**config.mk**
```make
export PLATFORM = sky130hd
export DESIGN_NAME = rgb_gray_streamer
export DESIGN_NICKNAME = d
export VERILOG_FILES = /design/src/rtl/img_pkg.sv /design/src/rtl/pixel_fifo.sv /design/src/rtl/rgb_gray_streamer.sv
export SDC_FILE = /design/constraint.sdc
export NUM_CORES = 1
export LEC_CHECK = 0
export ABC_CLOCK_PERIOD_IN_PS = 3200
export CORE_ASPECT_RATIO = 1.5
export CORE_UTILIZATION = 33
export CTS_BUF_LIST = sky130_fd_sc_hd__clkbuf_2
export CTS_CLUSTER_SIZE = 40
export DETAILED_ROUTE_END_ITERATION = 7
export SLEW_MARGIN = 15
export SYNTH_ARGS = -nofsm -noshare
export SYNTH_HDL_FRONTEND = slang
export SYNTH_SLANG_ARGS = --single-unit
export TNS_END_PERCENT = 50
```
**constraint.sdc**
```tcl
create_clock -name clk -period 3.2 [get_ports clk]
set_input_delay 0.8 -clock clk [delete_from_list [all_inputs] [get_ports clk]]
set_output_delay 0.8 -clock clk [all_outputs]
set_load 0.02 [all_outputs]
```
**src/rtl/img_pkg.sv**
```systemverilog
// rtl/img_pkg.sv - shared image geometry defaults, grey coefficients and FSM state type
// Contents:
//   DEF_IMG_WIDTH / DEF_IMG_HEIGHT : default frame geometry
//   COEF_R / COEF_G / COEF_B       : luma weights, sum to 256 so >>8 normalises
//   SUM_W                          : width of the unsigned weighted-sum intermediate
//   state_t                        : IDLE / STREAM / FLUSH
//   weigh()                        : one coefficient * channel product at SUM_W bits
package img_pkg;

  localparam int DEF_IMG_WIDTH  = 640;
  localparam int DEF_IMG_HEIGHT = 480;

  localparam logic [7:0] COEF_R = 8'd77;
  localparam logic [7:0] COEF_G = 8'd150;
  localparam logic [7:0] COEF_B = 8'd29;

  localparam int SUM_W = 18;

  typedef enum logic [1:0] {
    IDLE   = 2'd0,
    STREAM = 2'd1,
    FLUSH  = 2'd2
  } state_t;

  function automatic logic [SUM_W-1:0] weigh(input logic [7:0] coef, input logic [7:0] chan);
    return SUM_W'(coef) * SUM_W'(chan);
  endfunction

endpackage

```
**src/rtl/pixel_fifo.sv**
```systemverilog
// rtl/pixel_fifo.sv - show-ahead synchronous FIFO for tagged grey pixels
// Ports:
//   clk, reset        : clock, asynchronous active-low reset
//   push, push_data   : write request and entry (ignored when full)
//   pop, pop_data     : read request (ignored when empty), head entry shown ahead
//   full, empty, count: occupancy status, count runs 0..DEPTH
module pixel_fifo #(
  parameter int WIDTH = 10,
  parameter int DEPTH = 4,
  localparam int AW = $clog2(DEPTH),
  localparam int CW = AW + 1
) (
  input  logic             clk,
  input  logic             reset,
  input  logic             push,
  input  logic [WIDTH-1:0] push_data,
  input  logic             pop,
  output logic [WIDTH-1:0] pop_data,
  output logic             full,
  output logic             empty,
  output logic [CW-1:0]    count
);

  logic [WIDTH-1:0] mem [DEPTH];
  logic [AW-1:0]    wr_ptr;
  logic [AW-1:0]    rd_ptr;
  logic [CW-1:0]    cnt;
  logic             do_push;
  logic             do_pop;

  assign full     = (cnt == CW'(DEPTH));
  assign empty    = (cnt == '0);
  assign count    = cnt;
  assign do_push  = push && !full;
  assign do_pop   = pop && !empty;
  assign pop_data = mem[rd_ptr];

  // DEPTH is a power of two, so the pointers wrap on their own.
  always_ff @(posedge clk or negedge reset) begin
    if (!reset) begin
      wr_ptr <= '0;
      rd_ptr <= '0;
      cnt    <= '0;
    end else begin
      if (do_push) wr_ptr <= wr_ptr + AW'(1);
      if (do_pop)  rd_ptr <= rd_ptr + AW'(1);
      case ({do_push, do_pop})
        2'b10:   cnt <= cnt + CW'(1);
        2'b01:   cnt <= cnt - CW'(1);
        default: cnt <= cnt;
      endcase
    end
  end

  // Storage needs no reset: nothing reads it while count is zero.
  always_ff @(posedge clk) begin
    if (do_push) mem[wr_ptr] <= push_data;
  end

endmodule

```
**src/rtl/rgb_gray_streamer.sv**
```systemverilog
// rtl/rgb_gray_streamer.sv - RGB888 to grey converter with frame tagging and output buffer
// Ports:
//   clk, reset                     : clock, asynchronous active-low reset
//   rgb_in, rgb_in_valid           : input pixel {R,G,B} and its valid
//   rgb_in_ready                   : pixel accepted when high together with valid
//   pixel_out, pixel_out_valid     : grey pixel from FIFO head, valid = FIFO not empty
//   pixel_out_ready                : consumer takes pixel_out this cycle
//   sof_out, eol_out               : start-of-frame / end-of-line tags of the head pixel
//   frame_done                     : one-cycle pulse once the last frame pixel has left
//   busy                           : state is not IDLE
module rgb_gray_streamer
  import img_pkg::*;
#(
  parameter int IMG_WIDTH  = DEF_IMG_WIDTH,
  parameter int IMG_HEIGHT = DEF_IMG_HEIGHT,
  parameter int DATA_WIDTH = 8,
  parameter int FIFO_DEPTH = 4
) (
  input  logic                  clk,
  input  logic                  reset,
  input  logic [23:0]           rgb_in,
  input  logic                  rgb_in_valid,
  output logic                  rgb_in_ready,
  output logic [DATA_WIDTH-1:0] pixel_out,
  output logic                  pixel_out_valid,
  input  logic                  pixel_out_ready,
  output logic                  sof_out,
  output logic                  eol_out,
  output logic                  frame_done,
  output logic                  busy
);

  localparam int XW = (IMG_WIDTH  > 1) ? $clog2(IMG_WIDTH)  : 1;
  localparam int YW = (IMG_HEIGHT > 1) ? $clog2(IMG_HEIGHT) : 1;
  localparam int FW = DATA_WIDTH + 2;
  localparam int CW = $clog2(FIFO_DEPTH) + 1;
  localparam logic [XW-1:0] X_LAST = XW'(IMG_WIDTH - 1);
  localparam logic [YW-1:0] Y_LAST = YW'(IMG_HEIGHT - 1);

  state_t            state;
  state_t            state_nxt;
  logic [XW-1:0]     x;
  logic [YW-1:0]     y;
  logic              run;
  logic              accept;
  logic              at_sof;
  logic              at_eol;
  logic              at_last;
  logic              pipe_empty;
  logic              frame_end;

  logic              v1;
  logic [SUM_W-1:0]  prod_r;
  logic [SUM_W-1:0]  prod_g;
  logic [SUM_W-1:0]  prod_b;
  logic              sof1;
  logic              eol1;
  logic [SUM_W-1:0]  sum;
  logic [DATA_WIDTH-1:0] grey;

  logic [FW-1:0]     fifo_in;
  logic [FW-1:0]     fifo_head;
  logic              fifo_full;
  logic              fifo_empty;
  logic [CW-1:0]     fifo_count;
  logic [CW-1:0]     occupancy;

  assign at_sof  = (x == '0) && (y == '0);
  assign at_eol  = (x == X_LAST);
  assign at_last = at_eol && (y == Y_LAST);

  // Credit scheme: a pixel in the multiply stage already owns a FIFO slot,
  // so the FIFO can never be pushed while full.
  assign occupancy    = fifo_count + CW'(v1);
  assign rgb_in_ready = run && (occupancy < CW'(FIFO_DEPTH)) &&
                        ((state == IDLE) || (state == STREAM));
  assign accept       = rgb_in_valid && rgb_in_ready;
  assign pipe_empty   = !v1 && fifo_empty;

  // run holds ready low until the first edge after reset release.
  always_ff @(posedge clk or negedge reset) begin
    if (!reset) run <= 1'b0;
    else        run <= 1'b1;
  end

  always_ff @(posedge clk or negedge reset) begin
    if (!reset) state <= IDLE;
    else        state <= state_nxt;
  end

  always_comb begin
    state_nxt = state;
    frame_end = 1'b0;
    case (state)
      IDLE, STREAM: begin
        if (accept) state_nxt = at_last ? FLUSH : STREAM;
      end
      FLUSH: begin
        if (pipe_empty) begin
          state_nxt = IDLE;
          frame_end = 1'b1;
        end
      end
      default: state_nxt = IDLE;
    endcase
  end

  assign frame_done = frame_end;
  assign busy       = (state != IDLE);

  always_ff @(posedge clk or negedge reset) begin
    if (!reset) begin
      x <= '0;
      y <= '0;
    end else if (frame_end) begin
      x <= '0;
      y <= '0;
    end else if (accept) begin
      if (at_eol) begin
        x <= '0;
        y <= at_last ? '0 : y + YW'(1);
      end else begin
        x <= x + XW'(1);
      end
    end
  end

  // Multiply stage: products and tags registered on acceptance.
  always_ff @(posedge clk or negedge reset) begin
    if (!reset) begin
      v1     <= 1'b0;
      prod_r <= '0;
      prod_g <= '0;
      prod_b <= '0;
      sof1   <= 1'b0;
      eol1   <= 1'b0;
    end else begin
      v1 <= accept;
      if (accept) begin
        prod_r <= weigh(COEF_R, rgb_in[23:16]);
        prod_g <= weigh(COEF_G, rgb_in[15:8]);
        prod_b <= weigh(COEF_B, rgb_in[7:0]);
        sof1   <= at_sof;
        eol1   <= at_eol;
      end
    end
  end

  // Sum/shift stage feeds the FIFO write port directly; truncation, no rounding.
  assign sum     = prod_r + prod_g + prod_b;
  assign grey    = DATA_WIDTH'(sum >> 8);
  assign fifo_in = {sof1, eol1, grey};

  pixel_fifo #(
    .WIDTH (FW),
    .DEPTH (FIFO_DEPTH)
  ) u_fifo (
    .clk       (clk),
    .reset     (reset),
    .push      (v1 && !fifo_full),
    .push_data (fifo_in),
    .pop       (pixel_out_ready),
    .pop_data  (fifo_head),
    .full      (fifo_full),
    .empty     (fifo_empty),
    .count     (fifo_count)
  );

  // Head fields are masked while empty so unwritten storage never shows.
  assign pixel_out_valid = !fifo_empty;
  assign pixel_out       = fifo_empty ? '0 : fifo_head[DATA_WIDTH-1:0];
  assign sof_out         = !fifo_empty && fifo_head[FW-1];
  assign eol_out         = !fifo_empty && fifo_head[FW-2];

endmodule

```
Yosys cells after proc, flatten, opt, wreduce, memory -nomap -nowiden. Memories as Yosys holds them, arrays and structs flattened. Index checks and enable logic that the tools add are counted. W data, S select, Z words.

Logic and storage cells: 79. Latch bits: 0. Register bits after elaboration: 75. Bits in writable memories: 40. Input port bits: 28. Memories: 1. ROM bits: 0. Output and inout port bits: 14.

Memories: u_fifo.mem (depth 4, bits a word 10, rd ports 1, clocked after memory_dff 0, wr ports 1, line pixel_fifo.sv:24) `logic [WIDTH-1:0] mem [DEPTH];`.

Magnitude comparators: 1. Divide/modulo/power cells: 0. $mul: 3. Mux-type cells: 17. Bitwise operators: 0. $add $sub $neg: 9. Reductions and logical operators: 26. Equal/unequal tests: 9. Shift operators: 0.

Operators by type and width (number): $mux W9 (4); $mul A7 B8 Y15 const A (2); $mux W10 (3); $add A15 B16 Y16 (1); $add A16 B13 Y16 (1); $mul A5 B8 Y13 const A (1); $logic_and A1 B1 Y1 (11); $add A10 B1 Y10 const B (1); $eq A10 B10 Y1 const B (1); $logic_not A10 Y1 (1); $add A9 B1 Y9 const B (1); $eq A9 B9 Y1 const B (1); $logic_not A9 Y1 (1); $mux W8 (1); $reduce_bool A2 Y1 (4); $mux W2 (3); $pmux W3 S2 (1); $add A2 B1 Y2 const B (2); $eq A2 B1 Y1 const B (2); $eq A2 B2 Y1 const B (2); $mux W1 (4); $ne A2 B2 Y1 const B (2); $pmux W2 S2 (1); $reduce_and A2 Y1 (2); 10 further kinds (12).

Longest topological paths before layout. Gate-level depths: netlist of run 1.

Depth after elaboration: 7. Depth in mapped cells: 14. Depth with buffers taken out: 14.

Hierarchy. A second synthesis of run 1 with hierarchy kept.

Cells, all modules: 778. Area, all modules: 8266.7 um2.

Modules (own cells, without submodules): rgb_gray_streamer (cells each 689, area each 6381.1 um2, instances 1); pixel_fifo (cells each 89, area each 1885.6 um2, instances 1).

Worst setup path after synthesis of run 1. No wires, ideal clock.

Path kind: input-to-reg. Start: input rgb_in[2]. End: register prod_b[10]. Path buffers: 0. Data arrival time: 3613 ps. Path slack: -541 ps. Stages on the path: 14. Data required time: 3072 ps. Cell sequence: inv_1 -> fa_1 -> inv_1 -> ha_1 -> inv_1 -> fa_1 -> inv_1 -> ha_1 -> a21o_1 -> a21o_1 -> or2_2 -> a21oi_1 -> mux2i_1 -> nand3_1.

Longest elaborated chain between the ends: 1.

Ends and longest elaborated chain: start: declaration (line rgb_gray_streamer.sv:21) `input logic [23:0] rgb_in,`; $mul A5 B8 Y13 (line img_pkg.sv:26) `return SUM_W'(coef) * SUM_W'(chan);`; end signal: assignment (line rgb_gray_streamer.sv:142) `prod_b <= weigh(COEF_B, rgb_in[7:0]);`; end: declaration (line rgb_gray_streamer.sv:55) `logic [SUM_W-1:0] prod_b;`.

No other way between the ends. A chain may end at the register's enable or synchronous reset.

Final worst setup path of run 1.
Start: input rgb_in[2]. End: register prod_b[11].

Same word-level chain as after synthesis.

==> results_dict.tcl, run 1 <==
set metrics [dict create \
    leakage_nw 4.840 \
    status "finished, violations left" \
    crit_fanout 2 \
    fin_area_um2 10520 \
    synth_seq_area_share_pct 36.80 \
    finalCriticalPeriod_ps 3173 \
    dpl_cell_area_um2 10100 \
    worst_pin_slew_ps 776.2 \
    powerDensity_nw_per_um2 833.0 \
    synthAdderAreaFrac_pct 27.59 \
    slew_headroom_pct 47.52 \
    clk_latency_ps 690 \
    antenna_found_initial 1 \
    clkSlewWorstSetupHoldPaths_ps 200 \
    htree_levels 4 \
    path_class "in2reg" \
    cp-start-kind "input pin" \
    grt_pass1_wl_um 29230 \
    finalClockSkew_ps 37.75 \
    drive_above_1_share_pct 22.20 \
    critPathCaptureType "register" \
    syn_area_um2 8363 \
    hold_violations 0 \
    yosys_most_used_dff "dfrtp_1" \
    layout_commonest_cell "ha_1" \
    ys_ff_latch 115 \
    drtPass1Iterations 6 \
    clockBufferDepth 2 \
    grt_max_degree 79 \
    total_power_mw 8.762 \
    rsz0062_at_grt "true" \
    cts_buffers 17 \
    synthesis.nets 973 \
    setup-tns-final_ps 0 \
    initialDrtViolationCount 269 \
    vdd_drop_max_v 0.0004318 \
    required_ps 3790 \
    fp.dieH_um 197.0 \
    finalCritPeriodShare_pct 99.15 \
    final_nets 1113 \
    synth_mux_area_share_pct 3.486 \
    synth_cell_types 67 \
    wl_per_cell_um 13.28 \
    synth_edf_count 40 \
    cts_hold_buf 0 \
    fmax_ghz 0.3152 \
    place_congestion 0.7776 \
    vias 6030 \
    initial_core_util_pct 33.50 \
    fp.coreArea_um2 24960 \
    io_buffers 41 \
    ys_warn_count 0 \
    cp.arrival_ps 3760 \
    finalSetupViolations 0 \
    drv_slew 0 \
    hpwl_um 13370 \
    post_drt_via_cell_ratio 4.763 \
    violations "design-rule violations" \
    rows 71 \
    cts_tree "done" \
    synth.avg_cell_area_um2 10.67 \
    yosys.area_share.simple_pct 12.99 \
    cts_root_buf "clkbuf_2" \
    synth_xor_area_share_pct 4.713 \
    grt_overflow 0 \
    ant_nets 0 \
    die_area_um2 26000 \
    hold_path.class "in2async" \
    max_cap_violations 0 \
    async_flop_share_pct 65.22 \
    drcViolationCount 1 \
    synth_compound_area_share_pct 10.07 \
    syn_inst 784 \
    clock_sinks 115 \
    io_pins 42 \
    grt.total_usage_pct 13.93 \
    synth_top_family_by_area "adder cells" \
    utilization_pct 42.14 \
    layout_common_cells "ha_1, buf_4, nand2_1" \
    finalWirelength_um 16820 \
    grt_pass1_vias 6409 \
    area_growth_pct 25.78 \
    fp.dieW_um 132.0 \
]
[worst max-delay path, stage by stage]
cell and delay [ps]:
dlygate4sd2_1 230, inv_2 60, fa_1 490, inv_1 60
ha_4 210, fa_1 580, ha_4 210, nor2b_1 130
o21a_1 190, o21ai_2 190, a21oi_2 70, or3_1 300
a31o_2 230
[metrics by stage]
step	hold WS [ps]	setup slack, ps	cells
6_report	118.8	27.30	1266
3_5_place_dp	460.9	-1007	1230
3_3_place_gp	458.2	-972.5	1230
2_1_floorplan	437.9	-372.5	784
4_1_cts	79.85	-65.33	1262
5_1_grt	99.83	-22.50	1266
[cells by family (layout without fill, tap and decap cells)]
kind of cell / Yosys count / in the layout
xor+xnor: 45 / 45
simple gates: 221 / 221
buf+inv: 91 / 244
mux: 15 / 15
flops: 115 / 115
compound gates: 135 / 135
other cells: 1 / 2
fa+ha+maj: 161 / 161
[registers in the layout, indices dropped and copies added, names as in the netlist, 3 cells and up]
name,cells
prod_g,15
u_fifo.mem,40
prod_b,13
y,9
prod_r,15
x,10
u_fifo.count,3
[power breakdown]
part	total [mW]	switching, mW	internal, mW
Sequential	2.73	0.367	2.36
Combinational	4.82	2.53	2.29
Clock	1.21	0.604	0.608
[path summary, 6_finish.rpt]
kind	start	end	slack, ps	depth (start not counted)
setup / recovery	rgb_in[2]	prod_b[11]	30	13
hold / removal	reset	x[9]	120	1
setup reg to reg	prod_r[2]	u_fifo.mem[2][6]	320	9
hold reg to reg	prod_b[0]	prod_b[0]	500	2
max in group asynchronous	reset	u_fifo.count[2]	2500	2
min in group clk	prod_b[0]	prod_b[0]	500	2
[cells in the mapped netlist, types with 4 or more instances]
master	number	share of area, %
clkbuf_1	9	0.40
nand2_1	82	3.7
o21ai_0	44	2.6
dfrtp_1	75	22
and2_1	19	1.4
or3_1	5	0.37
xnor2_1	25	2.6
ha_1	122	18
fa_1	39	9.3
nor3_1	14	0.84
o31ai_1	5	0.45
nor3b_1	4	0.36
nand4_1	9	0.67
xor2_1	20	2.1
nand2b_1	4	0.30
edfxtp_1	40	14
inv_1	72	3.2
nor2b_1	4	0.30
a211oi_1	5	0.45
mux4_2	10	2.7
a21oi_1	33	2.0
o21a_1	8	0.72
nand3_1	10	0.60
nor2_1	46	2.1
a21o_1	11	0.99
buf_2	7	0.42
[final cells by class]
class | count | area, um2
diodes | 1 | 2.502
clock buffers | 18 | 90.09
clock inverters | 14 | 225.2
well taps | 328 | 410.4
multi-input cells | 578 | 5241
inverters | 73 | 276.5
flip-flops and latches | 115 | 3080
fillers | 2404 | 14440
repair buffers | 139 | 1192
[routing by layer]
layer | wire length [um] | up-vias | track usage [%]
met5 | 0 | - | 0
met4 | 269 | 0 | 4.522
met3 | 314 | 18 | 2.289
met2 | 9507 | 64 | 27.63
met1 | 6726 | 2915 | 14.67
li1 | - | 3033 | -
[what timing repair did]
item,in CTS,in global routing
pin swaps,5,13
resized for setup,33,33
setup buffers,0,3
setup endpoints to repair,28,26
Power figures use the tool's default switching activity.
==> run 2: changes to the inputs <==
- TNS_END_PERCENT: 50 -> unset
==> run 2 against run 1 <==
The flow now finishes without violations. Clock-buffer cell count down 1. Clock skew down 6.7 ps. Via count up 0.48%. Flip-flop and latch count unchanged. Sequential share of layout area up 0.38 points. Critical path depth down 1. Highest routed layer unchanged.
==> results_dict.tcl, run 2 (synthesis results as in run 1) <==
set metrics [dict create \
    cp.arrival_ps 3730 \
    fin_cells 1261 \
    grt.total_usage_pct 14.22 \
    finalCriticalPeriod_ps 3145 \
    place_congestion 0.7823 \
    initialDrtViolationCount 232 \
    clkSlewWorstSetupHoldPaths_ps 220 \
    grt_pass1_wl_um 29760 \
    slew_headroom_pct 48.66 \
    fp.coreArea_um2 24960 \
    ant_nets 0 \
    htree_levels 4 \
    drcViolationCount 0 \
    status "complete, no violations" \
    hold_violations 0 \
    hold_path.class "in2async" \
    area_growth_pct 24.15 \
    reg_top3 "u_fifo.mem: 40 flops, prod_g: 15 flops, prod_r: 15 flops" \
    cts_buffers 17 \
    grt_overflow 0 \
    vdd_drop_max_v 0.0004481 \
    total_power_mw 8.623 \
    grt_pass1_vias 6328 \
    initial_core_util_pct 33.50 \
    post_drt_via_cell_ratio 4.805 \
    wl_per_cell_um 13.54 \
    clk_latency_ps 700 \
    hpwl_um 13410 \
    cp-start-kind "input pin" \
    powerDensity_nw_per_um2 830.6 \
    rows 71 \
    vias 6059 \
    io_pins 42 \
    cts_root_buf "clkbuf_2" \
    die_area_um2 26000 \
    crit_fanout 4 \
    rrSetupSlack_ps 290 \
    worst_pin_slew_ps 759.4 \
    fillers 2416 \
    drv_slew 0 \
    finalCritPeriodShare_pct 98.29 \
    io_buffers 41 \
    finalWirelength_um 17080 \
    dp_cells 1227 \
    clock_sinks 115 \
    drive_above_1_share_pct 22.42 \
    leakage_nw 4.784 \
    finalClockSkew_ps 31.04 \
    whs_ps 62.15 \
    finalSetupViolations 0 \
    layout_common_cells "ha_1, buf_4, nand2_1" \
    critPathCaptureType "register" \
    dpl_cell_area_um2 10060 \
    fp.dieH_um 197.0 \
    drtPass1Iterations 5 \
    fmax_ghz 0.3179 \
    path_class "in2reg" \
    required_ps 3780 \
    largest_register_ffs 40 \
    max_cap_violations 0 \
    final_nets 1108 \
    fin_area_um2 10380 \
    rsz0062_at_grt "true" \
    clockBufferDepth 2 \
    fp.dieW_um 132.0 \
    regMostFlops "u_fifo.mem" \
    grt_max_degree 76 \
    layout_commonest_cell "ha_1" \
    cts_tree "done" \
    antenna_found_initial 1 \
]
-- run 2: worst paths after layout --
kind | from | to | depth (start not counted)
setup / recovery | rgb_in[15] | prod_g[14] | 12
hold / removal | reset | v1 | 1
setup reg to reg | prod_r[4] | u_fifo.mem[3][6] | 8
hold reg to reg | prod_b[0] | prod_b[0] | 2
max in group asynchronous | reset | u_fifo.count[2] | 2
min in group clk | rgb_in[0] | prod_b[0] | 4
-- run 2: where the power goes --
| part | internal (mW) | total, mW | switching (mW) |
|---|---|---|---|
| combinational | 2.27 | 4.86 | 2.59 |
| sequential | 2.36 | 2.73 | 0.363 |
| clock | 0.384 | 1.04 | 0.651 |
| total | 5.02 | 8.62 | 3.61 |
-- run 2: layer usage --
| layer | track usage (%) | wire, um |
|---|---|---|
| met1 | 15.69 | 7074 |
| met2 | 27.65 | 9381 |
| met3 | 1.826 | 315 |
| met4 | 4.823 | 308 |
| met5 | 0 | 0 |
-- run 2: area by class of cell --
type / count / area (um2) / share of cell area (%)
clock buffer: 17 / 85.08 / 0.8195
multi-input combinational: 578 / 5250 / 50.57
tap: 328 / 410.4 / 3.953
inverter: 73 / 276.5 / 2.663
clock inverter: 15 / 172.7 / 1.663
antenna: 1 / 2.502 / 0.02410
timing repair buffer: 134 / 1105 / 10.64
sequential: 115 / 3080 / 29.67
-- run 2: worst max-delay path, stage by stage --
cell and delay, ps:
clkdlybuf4s50_1 480, ha_1 230, ha_1 300, fa_1 580, ha_4 220, ha_4 250
a21oi_2 130, o21ai_1 90, a31o_2 240, a41oi_2 160, xor2_1 150, o21ai_1 80
-- run 2: stage by stage --
step	TNS, ps	worst slack, ps	util, %
floorplan	-2240	-372.5	-
CTS	0	6.947	41.38
finish	0	54.76	41.59
global placement	-19310	-955.5	40.28
detailed placement	-19870	-968.7	40.28
global route	-13.47	-13.47	41.59
-- run 2: repair_timing --
action / in CTS / in global routing
setup buffers: 1 / 0
hold buffers: 0 / 0
resized for setup: 38 / 29
endpoints found under the setup margin: 30 / 27
pin swaps: 10 / 8
